$ cat config.mk
export PLATFORM = sky130hd
export DESIGN_NAME = player_ship_ctrl
export DESIGN_NICKNAME = d
export VERILOG_FILES = /design/src/rtl/player_ship_ctrl.sv
export SDC_FILE = /design/constraint.sdc
export NUM_CORES = 1
export LEC_CHECK = 0
export CELL_PAD_IN_SITES_DETAIL_PLACEMENT = 1
export CELL_PAD_IN_SITES_GLOBAL_PLACEMENT = 1
export CORE_MARGIN = 10
export CORE_UTILIZATION = 30
export DETAILED_ROUTE_END_ITERATION = 6
export PLACE_DENSITY_LB_ADDON = 0.1
export SLEW_MARGIN = 15
export SYNTH_ARGS = -nofsm -noshare
export SYNTH_HDL_FRONTEND = slang
export SYNTH_SLANG_ARGS = --single-unit
$ cat constraint.sdc
create_clock -name clk_i -period 4.4 [get_ports clk_i]
set_input_delay 1.1 -clock clk_i [delete_from_list [all_inputs] [get_ports clk_i]]
set_output_delay 1.1 -clock clk_i [all_outputs]
set_load 0.005 [all_outputs]
$ cat src/rtl/player_ship_ctrl.sv
// Player ship controller: position, lives, shot issue and the
// RUN / HIT / DEAD sequencing. Motion and all timers advance on the
// per-frame tick; every output comes straight from a register (or a
// constant offset of one), so each is one clock behind its cause.
module player_ship_ctrl #(
  parameter int             width_p        = 10,
  parameter int             left_border_p  = 9,
  parameter int             right_border_p = 630,
  parameter int             ship_width_p   = 35,
  parameter int             start_pos_p    = 249,
  parameter int             step_p         = 10,
  parameter int             max_lives_p    = 3,
  parameter int             init_lives_p   = 2,
  parameter int             cooldown_p     = 8,
  parameter int             hold_ticks_p   = 60,
  parameter int             flash_period_p = 8,
  parameter logic [11:0]    color_p        = 12'h5E5
) (
  input  logic                                 clk_i,
  input  logic                                 reset_ni,
  input  logic                                 frame_tick_i,
  input  logic                                 move_left_i,
  input  logic                                 move_right_i,
  input  logic                                 shoot_i,
  input  logic                                 bullet_active_i,
  input  logic                                 hit_i,
  input  logic                                 add_life_i,
  output logic                                 alive_o,
  output logic                                 shot_laser_o,
  output logic                                 resume_o,
  output logic                                 new_game_o,
  output logic [width_p-1:0]                   pos_left_o,
  output logic [width_p-1:0]                   pos_right_o,
  output logic [width_p-1:0]                   gun_pos_o,
  output logic [$clog2(max_lives_p+1)-1:0]     lives_o,
  output logic                                 visible_o,
  output logic [1:0]                           state_o,
  output logic [3:0]                           red_o,
  output logic [3:0]                           green_o,
  output logic [3:0]                           blue_o
);

  localparam int lives_w_lp = $clog2(max_lives_p + 1);
  localparam int cool_w_lp  = $clog2(cooldown_p + 1);
  localparam int hold_w_lp  = $clog2(hold_ticks_p + 1);
  localparam int flash_w_lp = $clog2(flash_period_p + 1);

  typedef logic [width_p-1:0]  pos_t;
  typedef logic [width_p:0]    pos_ext_t;   // one spare bit so sums never wrap
  typedef logic [lives_w_lp-1:0] lives_t;
  typedef logic [lives_w_lp:0]   lives_ext_t;
  typedef logic [cool_w_lp-1:0]  cool_t;
  typedef logic [hold_w_lp-1:0]  hold_t;
  typedef logic [flash_w_lp-1:0] flash_t;

  typedef enum logic [1:0] {
    ST_RUN  = 2'b00,
    ST_HIT  = 2'b01,
    ST_DEAD = 2'b10
  } state_t;

  localparam pos_ext_t   left_x_lp     = pos_ext_t'(left_border_p);
  localparam pos_ext_t   right_lim_lp  = pos_ext_t'(right_border_p - ship_width_p);
  localparam pos_ext_t   step_x_lp     = pos_ext_t'(step_p);
  localparam pos_t       start_lp      = pos_t'(start_pos_p);
  localparam pos_t       ship_w_lp     = pos_t'(ship_width_p);
  localparam pos_t       gun_off_lp    = pos_t'(ship_width_p / 2);
  localparam lives_t     max_l_lp      = lives_t'(max_lives_p);
  localparam lives_ext_t max_lx_lp     = lives_ext_t'(max_lives_p);
  localparam lives_t     init_l_lp     = lives_t'(init_lives_p);
  localparam cool_t      cool_load_lp  = cool_t'(cooldown_p);
  localparam hold_t      hold_max_lp   = hold_t'(hold_ticks_p);
  localparam flash_t     flash_last_lp = flash_t'(flash_period_p - 1);

  state_t state_reg, state_next;
  pos_t   pos_reg, pos_next;
  lives_t lives_reg, lives_next;
  cool_t  cool_reg, cool_next;
  hold_t  hold_reg, hold_next;
  flash_t flash_reg, flash_next;
  logic   vis_reg, vis_next;
  logic   shoot_q_reg;
  logic   shot_reg, shot_next;
  logic   resume_reg, resume_next;
  logic   new_game_reg, new_game_next;

  logic       shoot_edge;
  pos_ext_t   pos_ext;
  pos_ext_t   pos_move;
  lives_ext_t lives_plus;
  lives_ext_t lives_hit;
  lives_t     lives_inc;

  assign shoot_edge = shoot_i & ~shoot_q_reg;
  assign pos_ext    = {1'b0, pos_reg};
  assign lives_plus = {1'b0, lives_reg} + {{lives_w_lp{1'b0}}, add_life_i};
  assign lives_hit  = (lives_plus - 1'b1 > max_lx_lp) ? max_lx_lp : lives_plus - 1'b1;
  assign lives_inc  = (lives_reg == max_l_lp) ? lives_reg : lives_reg + 1'b1;

  // Clamped horizontal move; borders are compared before any subtraction.
  always_comb begin
    pos_move = pos_ext;
    if (move_left_i && !move_right_i) begin
      pos_move = (pos_ext < left_x_lp + step_x_lp) ? left_x_lp : pos_ext - step_x_lp;
    end else if (move_right_i && !move_left_i) begin
      pos_move = (pos_ext + step_x_lp > right_lim_lp) ? right_lim_lp : pos_ext + step_x_lp;
    end
  end

  // Next-state and next-register values for the RUN / HIT / DEAD machine.
  always_comb begin
    state_next    = state_reg;
    pos_next      = pos_reg;
    lives_next    = lives_reg;
    cool_next     = cool_reg;
    hold_next     = hold_reg;
    flash_next    = flash_reg;
    vis_next      = vis_reg;
    shot_next     = 1'b0;
    resume_next   = 1'b0;
    new_game_next = 1'b0;

    // Shot cooldown runs down in every state; loads below take priority.
    if (frame_tick_i && cool_reg != '0) begin
      cool_next = cool_reg - 1'b1;
    end

    case (state_reg)
      ST_RUN: begin
        vis_next = 1'b1;
        if (hit_i) begin
          // The bonus life in the hit cycle is folded into the hit.
          if (lives_plus == '0) begin
            state_next = ST_DEAD;
            lives_next = '0;
            vis_next   = 1'b0;
          end else begin
            state_next = ST_HIT;
            lives_next = lives_hit[lives_w_lp-1:0];
            hold_next  = '0;
            flash_next = '0;
          end
        end else begin
          if (add_life_i) begin
            lives_next = lives_inc;
          end
          if (frame_tick_i) begin
            pos_next = pos_move[width_p-1:0];
          end
          if (shoot_edge && cool_reg == '0 && !bullet_active_i) begin
            shot_next = 1'b1;
            cool_next = cool_load_lp;
          end
        end
      end

      ST_HIT: begin
        if (add_life_i) begin
          lives_next = lives_inc;
        end
        if (shoot_edge && hold_reg == hold_max_lp) begin
          state_next  = ST_RUN;
          pos_next    = start_lp;
          vis_next    = 1'b1;
          resume_next = 1'b1;
        end else if (frame_tick_i) begin
          if (hold_reg != hold_max_lp) begin
            hold_next = hold_reg + 1'b1;
          end
          if (flash_reg == flash_last_lp) begin
            flash_next = '0;
            vis_next   = ~vis_reg;
          end else begin
            flash_next = flash_reg + 1'b1;
          end
        end
      end

      ST_DEAD: begin
        vis_next = 1'b0;
        if (shoot_edge) begin
          state_next    = ST_RUN;
          lives_next    = init_l_lp;
          pos_next      = start_lp;
          cool_next     = '0;
          vis_next      = 1'b1;
          new_game_next = 1'b1;
        end
      end

      default: begin
        state_next = ST_RUN;
      end
    endcase
  end

  // State and datapath registers with synchronous active-low reset.
  always_ff @(posedge clk_i) begin
    if (!reset_ni) begin
      state_reg    <= ST_RUN;
      pos_reg      <= start_lp;
      lives_reg    <= init_l_lp;
      cool_reg     <= '0;
      hold_reg     <= '0;
      flash_reg    <= '0;
      vis_reg      <= 1'b1;
      shoot_q_reg  <= 1'b0;
      shot_reg     <= 1'b0;
      resume_reg   <= 1'b0;
      new_game_reg <= 1'b0;
    end else begin
      state_reg    <= state_next;
      pos_reg      <= pos_next;
      lives_reg    <= lives_next;
      cool_reg     <= cool_next;
      hold_reg     <= hold_next;
      flash_reg    <= flash_next;
      vis_reg      <= vis_next;
      shoot_q_reg  <= shoot_i;
      shot_reg     <= shot_next;
      resume_reg   <= resume_next;
      new_game_reg <= new_game_next;
    end
  end

  assign alive_o      = (state_reg != ST_DEAD);
  assign shot_laser_o = shot_reg;
  assign resume_o     = resume_reg;
  assign new_game_o   = new_game_reg;
  assign pos_left_o   = pos_reg;
  assign pos_right_o  = pos_reg + ship_w_lp;
  assign gun_pos_o    = pos_reg + gun_off_lp;
  assign lives_o      = lives_reg;
  assign visible_o    = vis_reg;
  assign state_o      = state_reg;
  assign red_o        = vis_reg ? color_p[11:8] : 4'h0;
  assign green_o      = vis_reg ? color_p[7:4]  : 4'h0;
  assign blue_o       = vis_reg ? color_p[3:0]  : 4'h0;

endmodule

## After elaboration in Yosys (flattened, before gate mapping)

Cells that the tools add are included.

- Word-level logic and storage cells: 121
- Output and inout bits: 51
- Register bits after elaboration: 33
- Bits of input ports: 9

- Mux-type cells: 49
- Reduce and logical (&&, ||, !) cells: 24
- Magnitude comparators: 3
- Bitwise gates (word level): 5
- Add/sub/neg operators: 10
- Equal/unequal tests: 19

Operators with widths:

| kind | number |
|---|---|
| 10-bit two-way mux | 8 |
| 4-bit two-way mux | 10 |
| 6-bit two-way mux | 5 |
| 10-bit case mux with 3 select lines | 1 |
| 2-bit two-way mux | 10 |
| 2-bit inequality test, second input constant | 10 |
| 4-bit case mux with 2 select lines | 2 |
| 2-bit case mux with 3 select lines | 2 |
| 6-bit case mux with 2 select lines | 1 |
| 6-bit AND reduction | 2 |
| 10-bit by 4-bit adder with 11-bit output, second input constant | 1 |
| 11-bit by 10-bit greater-than comparator with 1-bit output, second input constant | 1 |
| 10-bit by 5-bit adder with 10-bit output, second input constant | 1 |
| 10-bit by 6-bit adder with 10-bit output, second input constant | 1 |
| 10-bit by 5-bit less-than comparator with 1-bit output, second input constant | 1 |
| 10-bit by 4-bit subtractor with 10-bit output, second input constant | 1 |
| 3-bit inequality test, second input constant | 3 |
| 1-bit two-way mux | 8 |
| 6-bit by 1-bit adder with 6-bit output, second input constant | 1 |
| 6-bit equality test, second input constant | 1 |
| 1-bit logical AND | 6 |
| 6-bit inequality test, second input constant | 1 |
| 2-bit AND reduction | 3 |
| 3-bit AND reduction | 2 |
| other kinds (22) | 28 |

## Depth between registers and ports, before layout

- Depth after elaboration: 8
- Gate-level depth with buffers: 11

## Least setup slack after synthesis

OpenSTA, ideal clock, no wires.

- Path kind: flip-flop to flip-flop
- Start point: reg pos_reg[2], in the netlist pos_left_o[2]
- End point: reg pos_reg[0], in the netlist pos_left_o[0]
- Library setup time: 0.134 ns
- Buffers on the path: 1
- Clock period less this slack: 2.823 ns
- Data arrival time: 2.689 ns
- Cell stages (with the launch flop): 9
- Path slack: 1.577 ns
- Path through: dfxtp_1 -> buf_1 -> inv_1 -> ha_1 -> or4b_1 -> a311o_1 -> o21ai_2 -> a211oi_1 -> or4_1

- Longest elaborated chain between the ends: 8
- Elaborated cells between the ends (all ways): 10

RTL lines:

| element | RTL line | text |
|---|---|---|
| start: declaration | 76 | `pos_t pos_reg, pos_next;` |
| start signal: assignment | 201 | `pos_reg <= start_lp;` |
| start signal: assignment | 213 | `pos_reg <= pos_next;` |
| 10-bit by 4-bit adder with 11-bit output | n/a |  |
| 11-bit by 10-bit greater-than comparator with 1-bit output | 106 | `pos_move = (pos_ext + step_x_lp > right_lim_lp) ? right_lim_lp : pos_ext + step_x_lp;` |
| 10-bit two-way mux | 106 |  |
| 10-bit two-way mux | 105 | `end else if (move_right_i && !move_left_i) begin` |
| 10-bit two-way mux (*) | 103 | `if (move_left_i && !move_right_i) begin` |
| 10-bit two-way mux (*) | 147 | `if (frame_tick_i) begin` |
| 10-bit two-way mux (*) | 131 | `if (hit_i) begin` |
| 10-bit case mux with 3 select lines (*) | 128 | `case (state_reg)` |

Mark *: on every way between the ends. The rest lies on a longest branch, timed or not. The select of a mux whose other input is x is not followed.
A chain may end at the register's enable or synchronous reset.

## Worst setup path in the final report

- Start point: reg pos_reg[1], in the netlist pos_left_o[1]
- End point: out pos_right_o[9]

- Longest elaborated chain between the ends: 1

RTL lines:

| element | RTL line | text |
|---|---|---|
| 10-bit by 6-bit adder with 10-bit output | 231 | `assign pos_right_o = pos_reg + ship_w_lp;` |
| end: declaration | 33 | `output logic [width_p-1:0] pos_right_o,` |

Every way passes these cells.

==> impl_metrics.yaml <==
status:
  status: "finished, final reports clean"
clock_tree:
  cts_num_sinks: 33
  cts_tree: "built"
  ctsHoldBuffers: 0
  clock_path_buffers: 2
  cts_resized: 0
  ctsRootBufferMaster: "clkbuf_8"
  clock_latency_ns: 0.29
  clk_pin_slew_worst_paths_ns: 0.07
  htree_levels: 2
  numCtsBuffers: 5
  post_cts_buffers: 0
routing:
  drtIter0Drc: 73
  wire_per_inst_um: 16.86
  drc_errors: 0
  avgViaCountPerCell: 5.058
  antenna_left: 0
  drt-pass1-iter-count: 4
  routed_wl_mm: 9.272
  vias: 2782
setup_path:
  cp.required_ns: 3.30
  critPathArrivalTime_ns: 2.73
  end_kind: "primary output"
  path_class: "reg2out"
  cp_max_fo: 10
  worstSetupStartpointType: "register"
sta:
  max_slew_margin: 0.4523
  finalSetupTns_ns: 0
  max_slew.worst_pin.slew_ns: 0.8215
  fin_crit_ns: 3.829
  max_freq_ghz: 0.2612
  setup_ws_ns: 0.5708
  finalSetupViolCount: 0
  final_max_slew_viol_count: 0
  rsz0062_at_grt: "false"
  period_share: 0.8703
  fin_skew_ns: 0.006439
  finalHoldViolCount: 0
pwr:
  power.switching_mw: 0.9150
  peakVddDrop_uv: 256.6
  p_sw_frac: 0.4469
  combPwrFrac: 0.661
  p_int_mw: 1.132
  power.leakage_nw: 1.416
  p_per_area_mw_per_mm2: 582.8
  clkPwrFrac: 0.110
  power.total_mw: 2.048
  seqPwrFrac: 0.228
logic_synthesis:
  avgSynthCellArea_sq_um: 7.465
  syn_inst: 383
  synth.area.top_cells: "dfxtp_1, ha_1, nor2_1"
  yosys_most_used_dff: "dfxtp_1"
  yosysUniqueCellTypes: 70
  async_flop_share: 0
  synth_top_area_share: 0.2311
  syn_area_sq_mm: 0.002859
  synth-edff-count: 0
  yosysSeqAreaShare: 0.2311
  yosysTopAreaCell: "dfxtp_1"
  yosys_warnings: 0
  synth_seq_cells: 33
placed_design:
  port_buffers: 54
  dp_hpwl_mm: 7.115
  place.gp.congestion: 0.7908
  place_ws_ns: 0.5599
  place_area_sq_mm: 0.003431
  placedCellCount: 542
floorplanning:
  rows: 35
  dieWidth_um: 117.6
  core_sq_mm: 0.009240
  start_util: 0.3094
  dieArea_sq_mm: 0.01383
  dieHeight_um: 117.6
  ioPinCount: 60
grt:
  grt_usage: 0.1297
  grt_pass1_vias: 2834
  antenna_found_initial: 0
  grt_pass1_wl_mm: 15.21
  grt_start_max_net_pins: 23
  globalRoute.totalOverflow: 0
layout:
  n_antenna_cell: 0
  finalNonFillerCells: 550
  most-common-layout-cells: "clkdlybuf4s50_1, nor2_1, nand2_1"
  fin_area_sq_mm: 0.003513
  drive_above_1_share: 0.05463
  seq_area_sq_um: 660.6
  largest_reg_flops: 10
  fillers: 1144
  syn_to_final_growth_pct: 22.89
  multi_input_area_sq_mm: 0.001918
  final_common_cell: "clkdlybuf4s50_1"
  num-nets-final: 450
min_path:
  hold_class: "reg2reg"
flow_run:
  cap_violations: 0
## power by group through the flow
stage / clock, mW / sequential (mW) / combinational (mW)
6_report: 0.226 / 0.468 / 1.35
5_1_grt: 0.253 / 0.490 / 1.51
4_1_cts: 0.238 / 0.472 / 1.38
3_5_place_dp: 0 / 0.479 / 1.37
3_3_place_gp: 0 / 0.474 / 1.35
2_1_floorplan: 0 / 0.427 / 0.868
## critical path, stage by stage (launching register included)
cell and delay (ns):
dfxtp_1 0.53, ha_1 0.47, a21oi_1 0.12, nor3_1 0.41, nor2_1 0.08, nor2_1 0.15
xor2_1 0.15, clkdlybuf4s50_1 0.52
## stage by stage
stage / hold WS [ns] / utilization
2_1_floorplan: 0.4537 / -
3_3_place_gp: 0.4784 / 0.3713
3_5_place_dp: 0.4905 / 0.3713
4_1_cts: 0.5028 / 0.3802
5_1_grt: 0.5224 / 0.3802
6_report: 0.4983 / 0.3802
## logic make-up after synthesis
| group | synth area share |
|---|---|
| AND/OR/NAND/NOR | 0.2508 |
| adder cells (fa/ha/maj) | 0.09716 |
| multiplexers | 0.01094 |
| buffers and inverters | 0.1033 |
| XOR/XNOR | 0.07659 |
| AO/OA/AOI/OAI | 0.2289 |
| other | 0.001312 |
| flip-flops | 0.2311 |
## cell usage after synthesis, types with 10 or more instances
cell      instances
xor2_1           10
ha_1             19
dfxtp_1          33
xnor2_1          15
nor2_1           37
nand2_1          36
clkbuf_1         10
buf_4            13
inv_1            26
a21oi_1          22
nand3_1          13
o21ai_0          24
nor3_1           11
## per-layer routing
layer | GRT usage | up-vias | routed length [um]
met4 | 0.03168 | 0 | 100
li1 | - | 1403 | -
met2 | 0.2290 | 51 | 4590
met3 | 0.02878 | 8 | 404
met5 | 0 | - | 0
met1 | 0.1544 | 1320 | 4176
## path summary, 6_finish.rpt
path	slack, ns	from	endpoint	cells after the start
worst max-delay path	0.57	pos_left_o[1]	pos_right_o[9]	7
worst min-delay path	0.50	flash_reg[1]	flash_reg[1]	2
worst max register to register	1.37	pos_left_o[1]	pos_left_o[0]	7
worst min register to register	0.50	flash_reg[1]	flash_reg[1]	2
## area by class of cell
class | instances | share of cell area
flip-flops and latches | 33 | 0.1880
clock buffers | 6 | 0.02066
inverters | 26 | 0.02778
clock inverters | 2 | 0.002849
multi-input cells | 293 | 0.5459
repair buffers | 61 | 0.1688
well taps | 129 | 0.04594
Note: power is estimated with default switching activity, not from simulation.
